===== src/rtl/jtag_management_controller.sv =====
// Management-bus sequencer for the JTAG TAP: issues one registered request per DR update,
// rides out target stalls up to a timeout, and reports read data plus sticky status.
module jtag_management_controller #(
  parameter int unsigned TIMEOUT_CYCLES = 256
) (
  input  logic        clk,
  input  logic        rst_n,
  input  logic        command_valid,
  input  logic        command_write,
  input  logic [3:0]  command_byteSelect,
  input  logic [19:0] command_address,
  input  logic [31:0] command_writeData,
  input  logic        status_clear,
  output logic        status_busy,
  output logic        status_done,
  output logic        status_error,
  output logic        status_overrun,
  output logic [31:0] status_readData,
  output logic        management_writeEnable,
  output logic        management_readEnable,
  output logic [3:0]  management_byteSelect,
  output logic [19:0] management_address,
  output logic [31:0] management_writeData,
  input  logic [31:0] management_readData,
  input  logic        management_busy
);

  localparam int unsigned CNT_W = 16;

  typedef enum logic [1:0] {IDLE, REQUEST, CAPTURE} state_t;

  state_t           state;
  logic             isWrite;
  logic [CNT_W-1:0] timer;

  // Sticky bits: clears are written first so any same-cycle set event overrides them.
  always_ff @(posedge clk or negedge rst_n) begin
    if (!rst_n) begin
      state                  <= IDLE;
      isWrite                <= 1'b0;
      timer                  <= '0;
      status_busy            <= 1'b0;
      status_done            <= 1'b0;
      status_error           <= 1'b0;
      status_overrun         <= 1'b0;
      status_readData        <= '0;
      management_writeEnable <= 1'b0;
      management_readEnable  <= 1'b0;
      management_byteSelect  <= 4'b1111;
      management_address     <= '0;
      management_writeData   <= '0;
    end else begin
      if (status_clear) begin
        status_done    <= 1'b0;
        status_error   <= 1'b0;
        status_overrun <= 1'b0;
      end
      if (command_valid && (state != IDLE)) status_overrun <= 1'b1;

      case (state)
        IDLE: begin
          if (command_valid) begin
            isWrite                <= command_write;
            management_writeEnable <= command_write;
            management_readEnable  <= ~command_write;
            management_byteSelect  <= command_byteSelect;
            management_address     <= command_address;
            management_writeData   <= command_writeData;
            timer                  <= CNT_W'(TIMEOUT_CYCLES - 1);
            status_done            <= 1'b0;
            status_error           <= 1'b0;
            status_busy            <= 1'b1;
            state                  <= REQUEST;
          end
        end
        REQUEST: begin
          if (!management_busy) begin
            management_writeEnable <= 1'b0;
            management_readEnable  <= 1'b0;
            if (isWrite) begin
              status_done <= 1'b1;
              status_busy <= 1'b0;
              state       <= IDLE;
            end else begin
              state <= CAPTURE;
            end
          end else if (timer == '0) begin
            management_writeEnable <= 1'b0;
            management_readEnable  <= 1'b0;
            status_error           <= 1'b1;
            status_busy            <= 1'b0;
            state                  <= IDLE;
          end else begin
            timer <= timer - CNT_W'(1);
          end
        end
        CAPTURE: begin
          status_readData <= management_readData;
          status_done     <= 1'b1;
          status_busy     <= 1'b0;
          state           <= IDLE;
        end
        default: begin
          management_writeEnable <= 1'b0;
          management_readEnable  <= 1'b0;
          status_busy            <= 1'b0;
          state                  <= IDLE;
        end
      endcase
    end
  end

endmodule

===== config.mk =====
export PLATFORM = sky130hd
export DESIGN_NAME = jtag_management_controller
export DESIGN_NICKNAME = d
export VERILOG_FILES = /design/src/rtl/jtag_management_controller.sv
export SDC_FILE = /design/constraint.sdc
export NUM_CORES = 1
export LEC_CHECK = 0
export CELL_PAD_IN_SITES_DETAIL_PLACEMENT = 0
export CELL_PAD_IN_SITES_GLOBAL_PLACEMENT = 1
export CORE_MARGIN = 1.5
export CORE_UTILIZATION = 26
export DETAILED_ROUTE_END_ITERATION = 12
export PLACE_DENSITY = 0.76
export SLEW_MARGIN = 40
export SYNTH_ARGS = -nofsm -noshare
export SYNTH_HDL_FRONTEND = slang
export SYNTH_SLANG_ARGS = --single-unit
export TNS_END_PERCENT = 50

===== constraint.sdc =====
create_clock -name clk -period 4.6 [get_ports clk]
set_input_delay 0.92 -clock clk [delete_from_list [all_inputs] [get_ports clk]]
set_output_delay 0.92 -clock clk [all_outputs]
set_load 0.03 [all_outputs]

==> flow_summary.ini <==
[placed_design]
portBuffers = 187
place_congestion = 0.7255
dp.cells = 837
pre_cts_slack_ns = 1.416
dp.final_hpwl_um = 8778

[timing]
tightest_slew_ns = 0.8342
slew_headroom_pct = 43.96
worst_clock_skew_ns = 0.005481
holdWs_ns = 0.3865
rsz0062_at_grt = false
fin_ws_ns = 1.760
fmax_mhz = 352.1
finalSetupTns_ns = 0
finalCritPeriodShare_pct = 61.74
setup_viol = 0
drv_slew = 0
period_needed_ns = 2.840
hold_violations = 0

[grt]
grt_usage_pct = 13.41
grt_overflow = 0
grt_antenna_before_repair = 1
grt_pass1_wl_um = 19400
grt_max_degree = 58
grt_pass1_vias = 3932

[clocking]
tritoncts = yes
path_clk_slew_ns = 0.05
postCtsResizedCells = 0
holdBufCountCts = 0
post_cts_buffers = 0
cts_inserted_buffers = 17
cts.sinks = 113
cts_root_buf = clkbuf_16
cts_buffer_depth = 2
clk_latency_ns = 0.40
cts_max_level = 4

[worst_setup_path]
crit_fanout = 15
critPathCaptureType = flop
crit_required_ns = 4.88
cp-start-kind = flop
critPathKind = reg2reg
worstPathArrival_ns = 3.12

[logic_synthesis]
synth.distinct_cells = 40
synth_seq_area_share_pct = 61.42
synth_edf_count = 0
synthTopCellsByCount = 181 x nand2_1, 109 x dfrtp_1, 32 x mux2_2, 17 x clkbuf_1, 12 x nor2_1
synth_warnings = 0
synth-main-ff-cell = dfrtp_1
synthTopCellsByArea = dfrtp_1 59%, nand2_1 15%, mux2_2 7.8%
syn_inst = 443
avgSynthCellArea_um2 = 10.41
yosysMostFrequentCell = nand2_1
synth_top_area_cell = dfrtp_1
netlist_area_mm2 = 0.004612
ys_seq_elements = 113
async_flop_share_pct = 100.0
yosysTopAreaCellShare_pct = 59.14
syn_nets = 539

[cells_and_area]
nNetsFinal = 728
fillers = 1615
syn2layout_area_growth_pct = 58.82
final_cells = 871
drive_gt1_share_pct = 12.71

[die]
die-area_mm2 = 0.01855
start_util_pct = 26.66
die_y_um = 136.2
num_rows = 48
die_w_um = 136.2
coreArea_mm2 = 0.01730
io_pins = 188

[detailed_routing]
drc = 0
num_vias = 3855
vias_per_cell = 4.426
avgRoutedWirePerCell_um = 14.07
first_pass_iters = 4
wl_um = 12250
postRouteAntennaNets = 0
drt_iter0_drc = 155

[worst_hold_path]
hold_class = in2async

[power]
leakagePower_nw = 3.243
p_total_mw = 5.338
peakVddDrop_v = 0.0003029
p_per_area_mw_per_mm2 = 728.8

[outcome]
status = completed

[job]
cap_viol_max_count = 0
per-layer routing:
layer	GRT usage (%)	part of all wire [%]	vias up
met1	16.66	43	1853
li1	-	-	1854
met5	0	0	-
met3	5.183	8.1	11
met4	5.260	1.3	0
met2	20.96	47	137
area by class of cell:
type / instances / area, um2 / area share [%]
Sequential cell: 113 / 2833 / 38.67
Antenna cell: 1 / 2.502 / 0.03416
Clock inverter: 9 / 106.4 / 1.452
Inverter: 4 / 15.01 / 0.2050
Clock buffer: 23 / 478.0 / 6.525
Multi-Input combinational cell: 302 / 1674 / 22.86
Timing Repair Buffer: 194 / 1934 / 26.41
Tap cell: 225 / 281.5 / 3.844
where the power goes:
part           internal (mW)  total [mW]  switching [mW]
sequential              1.43        1.67           0.247
combinational           1.02        2.39            1.38
clock                  0.837        1.27           0.435
path summary, 6_finish.rpt:
path / depth (start not counted) / slack, ns / to / startpoint
max: 6 / 1.76 / status_busy / timer[0]
max reg2reg: 6 / 1.76 / status_busy / timer[0]
min: 1 / 0.39 / management_address[7] / rst_n
min reg2reg: 2 / 0.46 / management_byteSelect[3] / management_byteSelect[3]
max in group asynchronous: 3 / 3.33 / status_readData[11] / rst_n
min in group clk: 2 / 0.46 / management_byteSelect[3] / management_byteSelect[3]
logic make-up after synthesis:
kind of cell	Yosys count	share of synthesized area, %
AO/OA/AOI/OAI	23	3.500
flip-flops	113	61.42
AND/OR/NAND/NOR	236	22.27
adder cells (fa/ha/maj)	2	0.5425
multiplexers	41	9.767
buffers and inverters	28	2.496
stage by stage:
step	utilization (%)	instance area, um2
after detailed placement	38.84	6718
final	42.35	7325
after global placement	38.84	6718
after floorplan	-	4612
after global routing	42.33	7322
after CTS	42.22	7302
state kept, by name, summed over array words and instances, names as in the netlist:
| name | flops |
|---|---|
| status_overrun | 1 |
| management_writeData | 32 |
| status_busy | 1 |
| management_writeEnable | 1 |
| status_error | 1 |
| state | 2 |
| management_readEnable | 1 |
| status_readData | 32 |
| management_address | 20 |
| isWrite | 1 |
| management_byteSelect | 4 |
| timer | 16 |
| status_done | 1 |
cells in the final DEF, fill, tap and decap left out, types with 5 or more instances in the layout:
master / Yosys / final
clkdlybuf4s50_1: 0 / 186
dfrtp_1: 109 / 109
nor3_1: 7 / 7
nand2b_1: 5 / 5
nor2_1: 12 / 11
nand3_1: 6 / 6
mux2_2: 32 / 32
nand2_1: 181 / 181
mux2i_1: 9 / 9
a21oi_1: 6 / 6
buf_4: 0 / 7
clkbuf_16: 0 / 17
nor4_1: 6 / 6
worst max-delay path, cell delays in order (launching register included):
cell and delay [ns]:
dfrtp_1 0.41, inv_1 0.11, ha_1 0.15, or4b_2 0.66, nor4_4 0.67, nor2_1 0.26
o32a_2 0.45
(Power assumes the default switching activity.)
